**src/rtl/mem_access_unit.sv**
```systemverilog
// Load/store unit between the CPU pipeline and the word-addressed data memory.
// Checks alignment and range, does read-modify-write for sub-word stores, and extends loads.
module mem_access_unit #(
  parameter int          ADDR_WIDTH = 11,
  parameter logic [31:0] BASE_ADDR  = 32'h10010000
) (
  input  logic                  clk,
  input  logic                  rst,
  input  logic [31:0]           cpuAddr,
  input  logic [31:0]           cpuWriteData,
  input  logic                  cpuMemRead,
  input  logic                  cpuMemWrite,
  input  logic [1:0]            cpuSize,
  input  logic                  cpuSignExt,
  output logic [31:0]           cpuReadData,
  output logic                  busy,
  output logic                  done,
  output logic                  addrError,
  output logic [ADDR_WIDTH-1:0] memAddr,
  output logic [31:0]           memWriteData,
  output logic                  memRead,
  output logic                  memWrite,
  input  logic [31:0]           memReadData
);

  localparam logic [1:0] SIZE_WORD = 2'b00;
  localparam logic [1:0] SIZE_HALF = 2'b01;
  localparam logic [1:0] SIZE_BYTE = 2'b10;

  typedef enum logic [2:0] {IDLE, LOAD, STORE, RMW_RD, RMW_WR, DONE} state_t;

  state_t                state_q, state_d;
  logic [ADDR_WIDTH-1:0] index_q, index_d;
  logic [1:0]            lane_q, lane_d;
  logic [1:0]            size_q, size_d;
  logic                  sext_q, sext_d;
  logic [31:0]           wdata_q, wdata_d;
  logic [31:0]           word_q, word_d;
  logic [31:0]           rdata_q, rdata_d;
  logic                  err_q, err_d;

  logic [31:0] offset;
  logic [1:0]  req_lane;
  logic        req_err;

  function automatic logic [31:0] extend_load(input logic [31:0] w, input logic [1:0] lane,
                                              input logic [1:0] size, input logic sext);
    logic [7:0]  b;
    logic [15:0] h;
    b = w[{lane, 3'b000} +: 8];
    h = w[{lane[1], 4'b0000} +: 16];
    case (size)
      SIZE_BYTE: return {{24{sext & b[7]}}, b};
      SIZE_HALF: return {{16{sext & h[15]}}, h};
      default:   return w;
    endcase
  endfunction

  function automatic logic [31:0] merge_store(input logic [31:0] w, input logic [1:0] lane,
                                              input logic [1:0] size, input logic [31:0] d);
    logic [31:0] m;
    m = w;
    if (size == SIZE_BYTE) m[{lane, 3'b000} +: 8] = d[7:0];
    else                   m[{lane[1], 4'b0000} +: 16] = d[15:0];
    return m;
  endfunction

  // Addresses below BASE_ADDR wrap to huge offsets and fall out of range.
  assign offset   = cpuAddr - BASE_ADDR;
  assign req_lane = offset[1:0];
  assign req_err  = (cpuMemRead && cpuMemWrite)
                 || (cpuSize == 2'b11)
                 || (cpuSize == SIZE_HALF && req_lane[0])
                 || (cpuSize == SIZE_WORD && req_lane != 2'b00)
                 || (|offset[31:ADDR_WIDTH+2]);

  always_comb begin
    // NOTE: every signal written here gets a default first so no path leaves it unassigned and infers a latch.
    state_d      = state_q;
    index_d      = index_q;
    lane_d       = lane_q;
    size_d       = size_q;
    sext_d       = sext_q;
    wdata_d      = wdata_q;
    word_d       = word_q;
    rdata_d      = rdata_q;
    err_d        = err_q;
    memRead      = 1'b0;
    memWrite     = 1'b0;
    memWriteData = 32'h0;
    done         = 1'b0;
    addrError    = 1'b0;

    case (state_q)
      IDLE: begin
        if (cpuMemRead || cpuMemWrite) begin
          index_d = offset[ADDR_WIDTH+1:2];
          lane_d  = req_lane;
          size_d  = cpuSize;
          sext_d  = cpuSignExt;
          wdata_d = cpuWriteData;
          err_d   = req_err;
          if (req_err)                   state_d = DONE;
          else if (cpuMemRead)           state_d = LOAD;
          else if (cpuSize == SIZE_WORD) state_d = STORE;
          else                           state_d = RMW_RD;
        end
      end
      LOAD: begin
        memRead = 1'b1;
        rdata_d = extend_load(memReadData, lane_q, size_q, sext_q);
        state_d = DONE;
      end
      STORE: begin
        memWrite     = 1'b1;
        memWriteData = wdata_q;
        state_d      = DONE;
      end
      RMW_RD: begin
        memRead = 1'b1;
        word_d  = memReadData;
        state_d = RMW_WR;
      end
      RMW_WR: begin
        memWrite     = 1'b1;
        memWriteData = merge_store(word_q, lane_q, size_q, wdata_q);
        state_d      = DONE;
      end
      DONE: begin
        done      = 1'b1;
        addrError = err_q;
        state_d   = IDLE;
      end
      default: state_d = IDLE;
    endcase
  end

  always_ff @(posedge clk) begin
    // NOTE: sequential state uses non-blocking assignments so every flop samples pre-edge values.
    if (!rst) begin
      state_q <= IDLE;
      index_q <= '0;
      lane_q  <= 2'b00;
      size_q  <= 2'b00;
      sext_q  <= 1'b0;
      wdata_q <= 32'h0;
      word_q  <= 32'h0;
      rdata_q <= 32'h0;
      err_q   <= 1'b0;
    end else begin
      state_q <= state_d;
      index_q <= index_d;
      lane_q  <= lane_d;
      size_q  <= size_d;
      sext_q  <= sext_d;
      wdata_q <= wdata_d;
      word_q  <= word_d;
      rdata_q <= rdata_d;
      err_q   <= err_d;
    end
  end

  assign busy        = (state_q != IDLE);
  assign memAddr     = index_q;
  assign cpuReadData = rdata_q;

endmodule
```
**config.mk**
```make
export PLATFORM = sky130hd
export DESIGN_NAME = mem_access_unit
export DESIGN_NICKNAME = d
export VERILOG_FILES = /design/src/rtl/mem_access_unit.sv
export SDC_FILE = /design/constraint.sdc
export NUM_CORES = 1
export LEC_CHECK = 0
export ABC_AREA = 1
export CAP_MARGIN = 0
export CORE_MARGIN = 4
export CORE_UTILIZATION = 35
export DETAILED_ROUTE_END_ITERATION = 12
export DONT_BUFFER_PORTS = 1
export PLACE_DENSITY = 0.61
export SYNTH_ARGS = -nofsm -noshare
export SYNTH_HDL_FRONTEND = slang
export SYNTH_SLANG_ARGS = --single-unit
```
**constraint.sdc**
```tcl
create_clock -name clk -period 2.7 [get_ports clk]
set_clock_uncertainty 0.1 [all_clocks]
set_input_delay 0.54 -clock clk [delete_from_list [all_inputs] [get_ports clk]]
set_output_delay 0.54 -clock clk [all_outputs]
set_load 0.02 [all_outputs]
```
* Word-level counts from Yosys, hierarchy flattened
Index checks and enable logic that the tools add are counted.
** Word-level totals
- Register bits :: 116
- Input port bits :: 103
- Logic and storage cells :: 61
** Operators by class
- Add/subtract/negate cells :: 3
- Equality and inequality tests :: 10
- Shift-type cells :: 6
- Multiplexer cells :: 14
- Bitwise gates (word level) :: 2
- Reduce and logical (&&, ||, !) cells :: 17
** Operators with widths (count)
- one-hot mux 32 bit (2 select lines) :: 2
- bitwise mux 32 bit :: 2
- two-way mux 32 bit :: 1
- variable shift 16 x 7 -> 32 bit (first input constant) :: 1
- variable shift 8 x 7 -> 32 bit (first input constant) :: 1
- indexed part select 16 x 7 -> 32 bit :: 1
- indexed part select 32 x 6 -> 16 bit :: 1
- indexed part select 32 x 6 -> 8 bit :: 1
- indexed part select 8 x 7 -> 32 bit :: 1
- subtractor 32 x 29 -> 32 bit (second input constant) :: 1
- OR reduction 19 bit :: 1
- negation 5 -> 7 bit :: 2
- one-hot mux 3 bit (3 select lines) :: 1
- == test 3 x 2 -> 1 bit (second input constant) :: 2
- == test 3 bit (second input constant) :: 2
- two-way mux 3 bit :: 2
- logical OR 1 bit :: 5
- two-way mux 1 bit :: 5
- == test 2 x 1 -> 1 bit (second input constant) :: 2
- == test 2 bit (second input constant) :: 2
- OR reduction 2 bit :: 2
- == test 3 x 1 -> 1 bit (second input constant) :: 1
- logical AND 1 bit :: 3
- zero test 3 bit :: 1
- 8 further kinds :: 9

* Depth between registers and ports, before layout
- Depth in word-level cells :: 8
- Gate-level depth with buffers :: 12
- Mapped depth without buffers :: 10

* Worst setup path after synthesis
OpenSTA, ideal clock, no wires.
- Path kind :: register to output
- From :: reg lane_q[1]
- To :: out memWriteData[0]
- Data arrival time :: 2137 ps
- Required time :: 2060 ps
- Setup slack :: -77 ps
- Stages on the path, launching flop included :: 10
- Buffers on the path :: 2
- Path through :: dfxtp_1 inv_1 buf_2 clkbuf_1 ha_1 inv_1 nand3_1 o21ai_2 a22oi_1 a21oi_1
** On the way
- Longest elaborated chain between the ends :: 5
- Elaborated cells between the ends (all ways) :: 10
- Classes of those cells :: add/sub (2); shift (4); mux (4)
** RTL lines
- start, declared :: RTL line 34 : logic [1:0] lane_q, lane_d;
- start signal, assigned :: RTL line 153 : lane_q <= lane_d;
- negation 5 -> 7 bit (on tied branches) :: RTL line 64, 63
- indexed part select 16 x 7 -> 32 bit (tied with other cells) :: RTL line 64 : else m[{lane[1], 4'b0000} +: 16] = d[15:0];
- bitwise mux 32 bit (on tied branches) :: RTL line 64, 63
- two-way mux 32 bit (*) :: RTL line 63 : if (size == SIZE_BYTE) m[{lane, 3'b000} +: 8] = d[7:0];
- one-hot mux 32 bit (2 select lines) (*) :: RTL line 94 : case (state_q)
- end, declared :: RTL line 20 : output logic [31:0] memWriteData,
Mark *: on every way between the ends. The rest lies on a longest branch, timed or not.

* Worst setup path in the final report
Same ends and word-level chain as after synthesis.

==> impl_metrics.csv <==
group,metric,value,unit
run_status,outcome,"finished with violations",
run_status,violations,"setup timing",
logic_synthesis,synth_compound_area_share,33.1,%
floorplan,die_height,139,um
worst_setup_path,path_max_fanout,7,
sta,relSlewSlack,52.7,%
pwr,intPower,3730,uW
logic_synthesis,syn-cell-area,6010,um^2
pwr,power_density,747,nW/um^2
logic_synthesis,synthesis.nets,981,
pwr,power.switching,1780,uW
worst_setup_path,path_cells,"inv_6, ha_4, inv_2, nand3_2, o21ai_4, a22oi_1, a21oi_2, buf_4",
placed_design,pre_cts_ws,0.147,ns
worst_setup_path,worst_path_largest_cell_delay,0.38,ns
sta,hold_viol,0,
sta,min_period,2.70,ns
worst_setup_path,reg2reg_setup_slack,0.77,ns
logic_synthesis,synth_edf_count,0,
finish,multiInputGateArea,3310,um^2
logic_synthesis,synthCells,871,
logic_synthesis,ys_async_sr_fraction,0,%
worst_setup_path,cp-start-kind,"flop",
sta,fmax,370,MHz
finish,nets,1000,
route,wirelength,20.6,mm
sta,tightest_slew,0.709,ns
floorplan,core_area,16700,um^2
clock_tree,cts.clk_slew.worst_paths,0.06,ns
route,first_pass_iters,5,
logic_synthesis,yosys.area_share.simple,17.2,%
logic_synthesis,ys_warn_count,0,
pwr,power_frac_clock,42.7,%
grt,grt_max_degree,96,
clock_tree,cts_htree_levels,4,
logic_synthesis,synthMuxAreaShare,0,%
worst_setup_path,worst-path-buf-inv,3,
finish,diodes,0,
finish,final-seq-area,2330,um^2
logic_synthesis,synth.distinct_cells,33,
logic_synthesis,synthAdderAreaFrac,1.46,%
logic_synthesis,synth_top_family_by_area,"compound AO/OA/AOI/OAI gates",
placed_design,gpl.final_weighted_congestion,0.873,
route,vias_per_cell,5.51,
clock_tree,cts_sinks,116,
min_path,hp-class,"in -> reg",
worst_setup_path,crit_family,"compound AO/OA/AOI/OAI gates",
clock_tree,worst_skew_pair.late_latency,0.42,ns
route,final_antenna_net_count,0,
sta,drv_slew,0,
pwr,ir_drop,0.519,mV
pwr,leakage,0.00276,uW
clock_tree,cts_tree,"done",
grt,grt_pass1_wl,31.9,mm
finish,nFillCells,1744,
logic_synthesis,avgSynthCellArea,6.90,um^2
route,via_count,6191,
job,maxCapViolations,0,
logic_synthesis,yosysSeqAreaShare,38.6,%
logic_synthesis,synth-main-ff-cell,"dfxtp_1",
finish,final_common_cell,"a21oi_1",
sta,setup_slack,-0.00474,ns
finish,syn2layout_area_growth,22.6,%
floorplan,die_w,139,um
route,avgRoutedWirePerCell,18.3,um
grt,gr-total-overflow,0,
worst_setup_path,r2r_cells,8,
sta,finalSetupViolCount,1,
finish,final_cell_mix,"a21oi_1, o21ai_0, nand2_1, dfxtp_1, inv_1",
floorplan,rows,47,
logic_synthesis,synth_top_area_cell,"dfxtp_1",
sta,period_share,100,%
pwr,power.total,5500,uW
placed_design,io_buffers,0,
logic_synthesis,netlist_top_cells_area,"dfxtp_1, o21ai_0, a21oi_1, nand2_1, inv_1",
pwr,combinationalPowerShare,20.0,%
route,drt_iter0_markers,614,
sta,rsz0062_at_grt,"yes",
placed_design,place_inst,1082,
worst_setup_path,crit_path_start,"lane_q[1]",
worst_setup_path,rr_endpoint,"cpuReadData[3]",
grt,antenna_found_initial,0,
grt,grt_pass1_vias,5708,
grt,grt_usage,20.6,%
worst_setup_path,crit_type,"reg -> out",
worst_setup_path,path_depth,8,
logic_synthesis,synth_xor_area_share,0,%
pwr,swShare,32.3,%
worst_setup_path,crit_end,"memWriteData[0]",
worst_setup_path,cp_slowest_cell,"dfxtp_4",
logic_synthesis,ys_ff_latch,116,
route,drc,0,
finish,drive_gt1_share,17.4,%
worst_setup_path,end_kind,"output port",
floorplan,start_util,36.0,%
placed_design,hpwl,14.5,mm
floorplan,die_area,19300,um^2
clock_tree,postCtsHoldBufs,0,
clock_tree,cts_inserted_buffers,17,
clock_tree,cts_root_buffer,"clkbuf_16",
worst_setup_path,reg2reg_from,"size_q[0]",
clock_tree,clockBufferDepth,2,
worst_setup_path,cp.arrival,2.06,ns
logic_synthesis,yosysTopAreaCellShare,38.6,%
floorplan,io_pins,183,
worst_setup_path,required,2.06,ns
finish,final_cell_count_no_fill,1123,
pwr,p_seq_share,37.3,%
what timing repair did:
item                                    CTS  global route
endpoints found under the hold margin     0             0
pin swaps                                 2            11
gates cloned                              2             2
buffers inserted                          0             5
gates resized for setup                  35            47
endpoints found under the setup margin   32            32
kinds of logic (layout without fill, tap and decap cells):
logic type,after synthesis,in the layout
compound gates,366,366
simple gates,241,241
buf+inv,141,173
flops,116,116
fa+ha+maj,7,7
power by group through the flow:
stage | combinational (uW) | clock, uW | sequential, uW
3_3_place_gp | 952 | 0 | 2080
5_1_grt | 1220 | 2470 | 2070
6_report | 1100 | 2350 | 2050
4_1_cts | 1020 | 2380 | 2050
3_5_place_dp | 958 | 0 | 2080
2_1_floorplan | 729 | 0 | 2040
registers in the layout, indices dropped and copies added (netlist names):
register     count
wdata_q         32
sext_q           1
cpuReadData     32
size_q           2
err_q            1
word_q          32
state_q          3
memAddr         11
lane_q           2
layer usage:
layer,GRT usage (%),part of all wire [%]
met5,0,0
met4,5.66,1.8
met3,7.31,8.3
met2,33.8,49
met1,25.7,41
final cells by class:
| type | count | share of cell area [%] |
|---|---|---|
| Timing Repair Buffer | 60 | 6.86 |
| Inverter | 78 | 4.16 |
| Tap cell | 220 | 3.74 |
| Sequential cell | 116 | 31.6 |
| Clock inverter | 14 | 2.41 |
| Clock buffer | 18 | 5.96 |
| Multi-Input combinational cell | 614 | 44.9 |
| Timing Repair inverter | 3 | 0.306 |
Yosys cell counts (3+ instances only):
master,count
inv_1,68
o311ai_0,13
nor2_1,53
nor3_1,5
dfxtp_1,116
o221ai_1,16
nand2_2,4
a21oi_1,151
o21ai_1,16
a21oi_2,3
nand2_1,125
clkbuf_1,33
buf_2,25
inv_2,10
o311ai_1,3
nand3_1,43
o21ai_0,153
a22oi_1,8
ha_1,7
worst min path at each step:
stage,start,to,slack [ns],depth (start not counted)
finish,rst,state_q[1],0.16,2
global route,rst,wdata_q[7],0.15,2
CTS,memReadData[6],word_q[6],0.14,2
detailed placement,wdata_q[18],wdata_q[18],0.34,2
global placement,wdata_q[19],wdata_q[19],0.33,2
floorplan,wdata_q[16],wdata_q[16],0.32,2
metrics by stage:
stage,cell area [um^2],hold WS (ns),util [%],TNS (ns)
after floorplan,6040,0.325,-,0
after global placement,6460,0.332,38.7,0
after detailed placement,6460,0.337,38.7,0
after CTS,7180,0.145,43.0,0
after global routing,7370,0.151,44.1,-1.49
final,7370,0.158,44.1,-0.00474
(Power assumes the default switching activity.)
